## config.mk

```make
export PLATFORM = sky130hd
export DESIGN_NAME = dc_miss_ctrl
export DESIGN_NICKNAME = d
export VERILOG_FILES = /design/src/rtl/dc_miss_ctrl.sv
export SDC_FILE = /design/constraint.sdc
export NUM_CORES = 1
export LEC_CHECK = 0
export ABC_AREA = 1
export CAP_MARGIN = 10
export CORE_AREA = 5 5 265 267
export CTS_BUF_LIST = sky130_fd_sc_hd__clkbuf_8
export CTS_CLUSTER_SIZE = 30
export DETAILED_ROUTE_END_ITERATION = 7
export DIE_AREA = 0 0 270 272
export GPL_ROUTABILITY_DRIVEN = 0
export SKIP_CTS_REPAIR_TIMING = 1
export SYNTH_ARGS = -nofsm -noshare
export SYNTH_HDL_FRONTEND = slang
export SYNTH_SLANG_ARGS = --single-unit
```

## constraint.sdc

```tcl
create_clock -name clk -period 23.7 [get_ports clk]
set_clock_uncertainty 0.15 [all_clocks]
set_input_delay 4.74 -clock clk [delete_from_list [all_inputs] [get_ports clk]]
set_output_delay 4.74 -clock clk [all_outputs]
set_load 0.01 [all_outputs]
```

## src/rtl/dc_miss_ctrl.sv

```systemverilog
// Data-cache miss sequencer: optional dirty-victim write-back, line refill,
// tag update, then the two-pulse completion handshake back to MA/WB.
module dc_miss_ctrl #(
  parameter int DWIDTH = 11,
  parameter int CNT_W  = 16
) (
  input  logic                 clk,
  input  logic                 rst_n,
  input  logic                 miss_req,
  input  logic [31:4]          miss_line_adr,
  input  logic                 victim_dirty,
  input  logic [31:4]          victim_line_adr,
  output logic [DWIDTH-3:0]    ram_radr_all,
  output logic                 ram_ren_all,
  input  logic [127:0]         ram_rdata_all,
  output logic [DWIDTH-3:0]    ram_wadr_all,
  output logic [127:0]         ram_wdata_all,
  output logic                 ram_wen_all,
  output logic                 mem_req,
  output logic                 mem_we,
  output logic [31:4]          mem_adr,
  output logic [127:0]         mem_wdata,
  input  logic                 mem_ack,
  input  logic [127:0]         mem_rdata,
  output logic                 tag_we,
  output logic [DWIDTH-3:0]    tag_idx,
  output logic [31:DWIDTH+2]   tag_wtag,
  output logic                 dc_stall,
  output logic                 dc_stall_fin,
  output logic                 dc_stall_fin2,
  output logic                 busy,
  output logic [CNT_W-1:0]     perf_miss_cnt,
  output logic [CNT_W-1:0]     perf_wb_cnt
);

  typedef enum logic [2:0] {
    IDLE, WB_RD, WB_CAP, WB_REQ, FILL_REQ, FILL_WR, FIN1, FIN2
  } state_t;

  state_t       state_reg;
  logic [31:4]  miss_adr_reg;
  logic [31:4]  victim_adr_reg;
  logic [127:0] wb_buf_reg;
  logic [127:0] fill_buf_reg;
  logic [1:0]   cnt_inc;

  // Index/data outputs are don't-care outside their strobes, so they come
  // straight from the latched registers.
  assign ram_radr_all  = victim_adr_reg[DWIDTH+1:4];
  assign ram_wadr_all  = miss_adr_reg[DWIDTH+1:4];
  assign ram_wdata_all = fill_buf_reg;
  assign mem_wdata     = wb_buf_reg;
  assign tag_idx       = miss_adr_reg[DWIDTH+1:4];
  assign tag_wtag      = miss_adr_reg[31:DWIDTH+2];

  assign busy     = (state_reg != IDLE);
  assign dc_stall = ~rst_n & (miss_req | (state_reg != IDLE));

  always_ff @(posedge clk or posedge rst_n) begin
    if (rst_n) begin
      state_reg      <= IDLE;
      miss_adr_reg   <= '0;
      victim_adr_reg <= '0;
      wb_buf_reg     <= '0;
      fill_buf_reg   <= '0;
      mem_req        <= 1'b0;
      mem_we         <= 1'b0;
      mem_adr        <= '0;
      ram_ren_all    <= 1'b0;
      ram_wen_all    <= 1'b0;
      tag_we         <= 1'b0;
      dc_stall_fin   <= 1'b0;
      dc_stall_fin2  <= 1'b0;
    end else begin
      // Strobes are registered decodes of the state being entered.
      mem_req       <= 1'b0;
      mem_we        <= 1'b0;
      ram_ren_all   <= 1'b0;
      ram_wen_all   <= 1'b0;
      tag_we        <= 1'b0;
      dc_stall_fin  <= 1'b0;
      dc_stall_fin2 <= 1'b0;
      case (state_reg)
        IDLE: begin
          if (miss_req) begin
            miss_adr_reg   <= miss_line_adr;
            victim_adr_reg <= victim_line_adr;
            if (victim_dirty) begin
              state_reg   <= WB_RD;
              ram_ren_all <= 1'b1;
            end else begin
              state_reg <= FILL_REQ;
              mem_req   <= 1'b1;
              mem_adr   <= miss_line_adr;
            end
          end
        end
        WB_RD: state_reg <= WB_CAP;
        WB_CAP: begin
          wb_buf_reg <= ram_rdata_all;
          mem_req    <= 1'b1;
          mem_we     <= 1'b1;
          mem_adr    <= victim_adr_reg;
          state_reg  <= WB_REQ;
        end
        WB_REQ: begin
          mem_req <= 1'b1;
          if (mem_ack) begin
            mem_adr   <= miss_adr_reg;
            state_reg <= FILL_REQ;
          end else begin
            mem_we <= 1'b1;
          end
        end
        FILL_REQ: begin
          if (mem_ack) begin
            fill_buf_reg <= mem_rdata;
            ram_wen_all  <= 1'b1;
            tag_we       <= 1'b1;
            state_reg    <= FILL_WR;
          end else begin
            mem_req <= 1'b1;
          end
        end
        FILL_WR: begin
          dc_stall_fin <= 1'b1;
          state_reg    <= FIN1;
        end
        FIN1: begin
          dc_stall_fin2 <= 1'b1;
          state_reg     <= FIN2;
        end
        FIN2:    state_reg <= IDLE;
        default: state_reg <= IDLE;
      endcase
    end
  end

  assign cnt_inc[0] = (state_reg == IDLE) && miss_req;
  assign cnt_inc[1] = (state_reg == WB_CAP);

  // Saturating counters: 0 = accepted misses, 1 = write-backs.
  generate
    for (genvar gi = 0; gi < 2; gi++) begin : g_cnt
      logic [CNT_W-1:0] cnt_reg;
      always_ff @(posedge clk or posedge rst_n) begin
        if (rst_n)
          cnt_reg <= '0;
        else if (cnt_inc[gi] && !(&cnt_reg))
          cnt_reg <= cnt_reg + 1'b1;
      end
    end
  endgenerate

  assign perf_miss_cnt = g_cnt[0].cnt_reg;
  assign perf_wb_cnt   = g_cnt[1].cnt_reg;

endmodule

```

# [Word-level counts from Yosys, hierarchy flattened]
# Index checks and enable logic that the tools add are counted.
[totals] out_inout_bits=371 latchBits=0 rom_bits=0 ram_bits=0 register_bits=381 mem_count=0 inputBits=317 wordCells=66
[op_classes] order_cmp=0 bitwise=3 multipliers=0 mux=21 n_div=0 shift=0 n_addsub=2 eq_ne=11 reduce_logical=15
[op_table] operator="2-to-1 mux 28 bit" n=3
[op_table] operator="case mux 28 bit (3 select lines)" n=1
[op_table] operator="adder 16 x 1 -> 16 bit, second input constant" n=2
[op_table] operator="AND reduction 16 bit" n=2
[op_table] operator="case mux 3 bit (8 select lines)" n=1
[op_table] operator="equality test 3 bit, second input constant" n=4
[op_table] operator="2-to-1 mux 3 bit" n=4
[op_table] operator="2-to-1 mux 1 bit" n=10
[op_table] operator="!= test 2 bit, second input constant" n=4
[op_table] operator="equality test 3 x 2 -> 1 bit, second input constant" n=2
[op_table] operator="nonzero test 3 bit" n=2
[op_table] operator="AND reduction 2 bit" n=2
[op_table] operator="AND reduction 4 bit" n=1
[op_table] operator="equality test 3 x 1 -> 1 bit, second input constant" n=1
[op_table] operator="logical AND 1 bit" n=3
[op_table] operator="zero test 3 bit" n=1
[op_table] operator="case mux 1 bit (3 select lines)" n=1
[op_table] operator="AND reduction 3 bit" n=1
[op_table] operator="zero test 1 bit" n=2
[op_table] operator="case mux 1 bit (2 select lines)" n=1
[op_table] operator="OR reduction 2 bit" n=1
[op_table] operator="AND 1 bit" n=1
[op_table] operator="NOT 1 bit" n=1
[op_table] operator="OR 1 bit" n=1

# [Depth between registers and ports, before layout]
[logic_depth] word_depth=3 depth_mapped=10

# [Worst setup path after synthesis]
# OpenSTA, ideal clock, no wires.
[synth_path] kind="input -> output" startpoint="input port rst_n" endpoint="output port dc_stall" arrival_ps=13038 slack_ps=5772 path_stages=3 cell_sequence="inv_1 > nand2_1 > inv_1"
[synth_between] elab_chain_len=2
[synth_lines] item="start: declaration" line="8" text="input logic rst_n,"
[synth_lines] item="NOT 1 bit" line="57" text="assign dc_stall = ~rst_n & (miss_req | (state_reg != IDLE));"
[synth_lines] item="AND 1 bit" line="57"
[synth_lines] item="end: declaration" line="28" text="output logic dc_stall,"
# No other way between the ends.

# [Worst setup path after layout]
# Same ends and word-level chain as after synthesis.

==> flow_metrics.py <==
metrics = {
    "setup_path": {
        "r2r_end": "mem_adr[17]$_DFFE_PP0P_",
        "startpoint": "rst_n",
        "r2r_cells": 8,
        "crit_type": "in -> out",
        "path_cells": "clkdlybuf4s50_1 -> inv_8 -> nand2_1 -> inv_1 -> clkdlybuf4s50_1",
        "cp_max_fo": 50,
        "crit_slowest_cell": "clkdlybuf4s50_1",
        "cp-endpoint": "dc_stall",
        "reg2reg_slack_ns": 19.92,
        "cp.required_ns": 18.81,
        "endpoint_kind": "output port",
        "crit_arrival_ns": 6.42,
        "crit_path_max_incr_delay_ns": 0.54,
        "r2r_start": "state_reg[0]$_DFFE_PP0P_",
        "startpoint_type": "input pin",
        "crit_top_cell": "clkdlybuf4s50_1",
    },
    "layout": {
        "final_util_pct": 36.3,
        "drive_above_1_share_pct": 4.81,
        "nNetsFinal": 2879,
        "area_growth_pct": 55.8,
        "final_cell_mix": "nand2_1, clkdlybuf4s50_1, dfrtp_1",
        "layout_commonest_cell": "nand2_1",
    },
    "global_route": {
        "grtUsageTotal_pct": 16.4,
        "grt_max_degree": 147,
        "first_global_vias": 14600,
        "globalRouteMet1Util_pct": 19.9,
        "top_usage_layer": "met2",
        "grt_pass1_wl_mm": 93.4,
        "overflow": 0,
        "antenna_found_initial": 10,
        "met3_usage_pct": 6.07,
        "met2_usage_pct": 27.1,
    },
    "synthesis": {
        "synthCells": 1887,
        "synth_top_area_share_pct": 60.3,
        "syn-num-nets": 2210,
        "post-synth-top-area-cell": "dfrtp_1",
        "synth_seq_cells": 381,
        "yosys_warnings": 0,
        "yosysSeqAreaShare_pct": 60.3,
        "ys_types": 28,
        "syn-cell-area_mm2": 0.0158,
        "synthTopCellsByArea": "dfrtp_1, nand2_1, o21ai_0, buf_4, inv_1",
        "avgSynthCellArea_um2": 8.37,
    },
    "die": {
        "dieHeight_um": 272,
        "fp.dieW_um": 270,
        "initial_core_util_pct": 23.3,
        "die_area_mm2": 0.0734,
        "rows": 96,
        "core_mm2": 0.0679,
        "top_level_ports": 688,
    },
    "sta": {
        "tightest_slew_ns": 1.05,
        "setup_viol": 0,
        "rsz0062_at_grt": "no",
        "fin_crit_sh_pct": 47.7,
        "max_freq_mhz": 88.4,
        "fin_crit_ns": 11.31,
        "finalHoldViolations": 0,
        "hold-worst-slack_ns": 0.318,
        "slew_viol_final": 0,
        "relSlewSlack_pct": 30.0,
        "finalWorstSetupSlack_ns": 12.39,
        "fin_tns_setup_ns": 0,
    },
    "route": {
        "drt_iter0_markers": 777,
        "routedWlPerCell_um": 18.0,
        "ant_nets": 0,
        "drc": 0,
        "drtPass1Iterations": 5,
        "routed_wl_mm": 62.9,
        "via_count": 14600,
        "vias_per_cell": 4.19,
    },
    "power": {
        "intPower_mw": 1.97,
        "seq_power_share_pct": 35.4,
        "switching_power_mw": 1.21,
        "comb_power_share_pct": 45.3,
        "peakVddDrop_v": 0.0000640,
        "clockPowerShare_pct": 19.2,
        "switching_share_pct": 38.1,
        "finalPower_mw": 3.17,
        "power.density_mw_per_mm2": 129,
        "cellLeakagePower_nw": 11.7,
    },
    "clock_tree": {
        "cts_buffers": 72,
        "root_buffer": "clkbuf_8",
        "clk_path_buf_depth": 3,
        "cts_tree": "built",
        "h-tree-depth": 3,
        "clock-sinks": 381,
        "path_clk_slew_ns": 0.05,
        "clk_latency_ns": 0.61,
    },
    "status": {
        "status": "completed",
    },
    "placement": {
        "hpwlAfterDp_mm": 44.9,
        "dp_slack_ns": 12.33,
        "port_buffers": 687,
    },
    "min_path": {
        "worstHoldPathType": "reg -> reg",
        "hold_path_depth": 2,
    },
    "flow_run": {
        "maxCapViolCount": 0,
    },
}
-- cells in the mapped netlist (all sizes together) --
cell type  count
o221ai         1
a21oi         26
inv           76
o21ai         96
dfrtp        381
nor2          45
clkbuf        17
nand3b         1
xor2           2
nand2       1103
ha             6
nand3         29
xnor2          7
buf           85
a31oi          1
nand4         11
-- metrics by stage --
stage	cells	cell area [µm²]
2_1_floorplan	1887	15800
3_3_place_gp	3364	23300
3_5_place_dp	3364	23300
4_1_cts	3483	24600
5_1_grt	3484	24600
6_report	3485	24600
-- worst min-delay path by stage --
stage,end,slack [ns],startpoint
2_1_floorplan,victim_adr_reg[13]$_DFFE_PP0P_,0.30,victim_adr_reg[13]$_DFFE_PP0P_
3_3_place_gp,ram_wdata_all[120]$_DFFE_PP0P_,0.30,ram_wdata_all[120]$_DFFE_PP0P_
4_1_cts,ram_wdata_all[73]$_DFFE_PP0P_,0.32,ram_wdata_all[73]$_DFFE_PP0P_
5_1_grt,ram_wdata_all[20]$_DFFE_PP0P_,0.33,ram_wdata_all[20]$_DFFE_PP0P_
3_5_place_dp,ram_wdata_all[73]$_DFFE_PP0P_,0.31,ram_wdata_all[73]$_DFFE_PP0P_
6_report,ram_wdata_all[73]$_DFFE_PP0P_,0.32,ram_wdata_all[73]$_DFFE_PP0P_
-- critical path: cells and delay by family --
kind | cells | cell delay (ns)
buffers and inverters | 4 | 1.46
and+or+nand+nor | 1 | 0.16
-- cell families after synthesis --
logic type / synth area share [%]
AOI/OAI and AO/OA: 3.98
xor gates and xnor gates: 0.499
adders and majority gates: 0.475
buffers and inverters: 5.61
DFF: 60.3
and+or+nand+nor: 29.1
-- final cells by class --
class	count	area, µm²
fillers	7031	43200
flip-flops and latches	381	9530
repair buffers	697	6960
multi-input cells	1328	5380
clock buffers	84	1160
well taps	882	1100
inverters	76	305
clock inverters	35	169
diodes	2	5.00
-- power by group through the flow --
stage | Sequential, mW | Combinational, mW | Clock (mW)
after floorplan | 1.23 | 0.533 | 0
after global placement | 1.13 | 1.45 | 0
after detailed placement | 1.13 | 1.47 | 0
after CTS | 1.13 | 1.47 | 0.638
after global routing | 1.16 | 1.57 | 0.665
final | 1.12 | 1.44 | 0.611
-- metal layers --
metal  part of all wire [%]  up-vias
met5                   0.16        -
met4                    3.0       14
met2                     47      538
li1                       -     7099
met1                     41     6846
met3                    8.5      111
(Power assumes the default switching activity.)
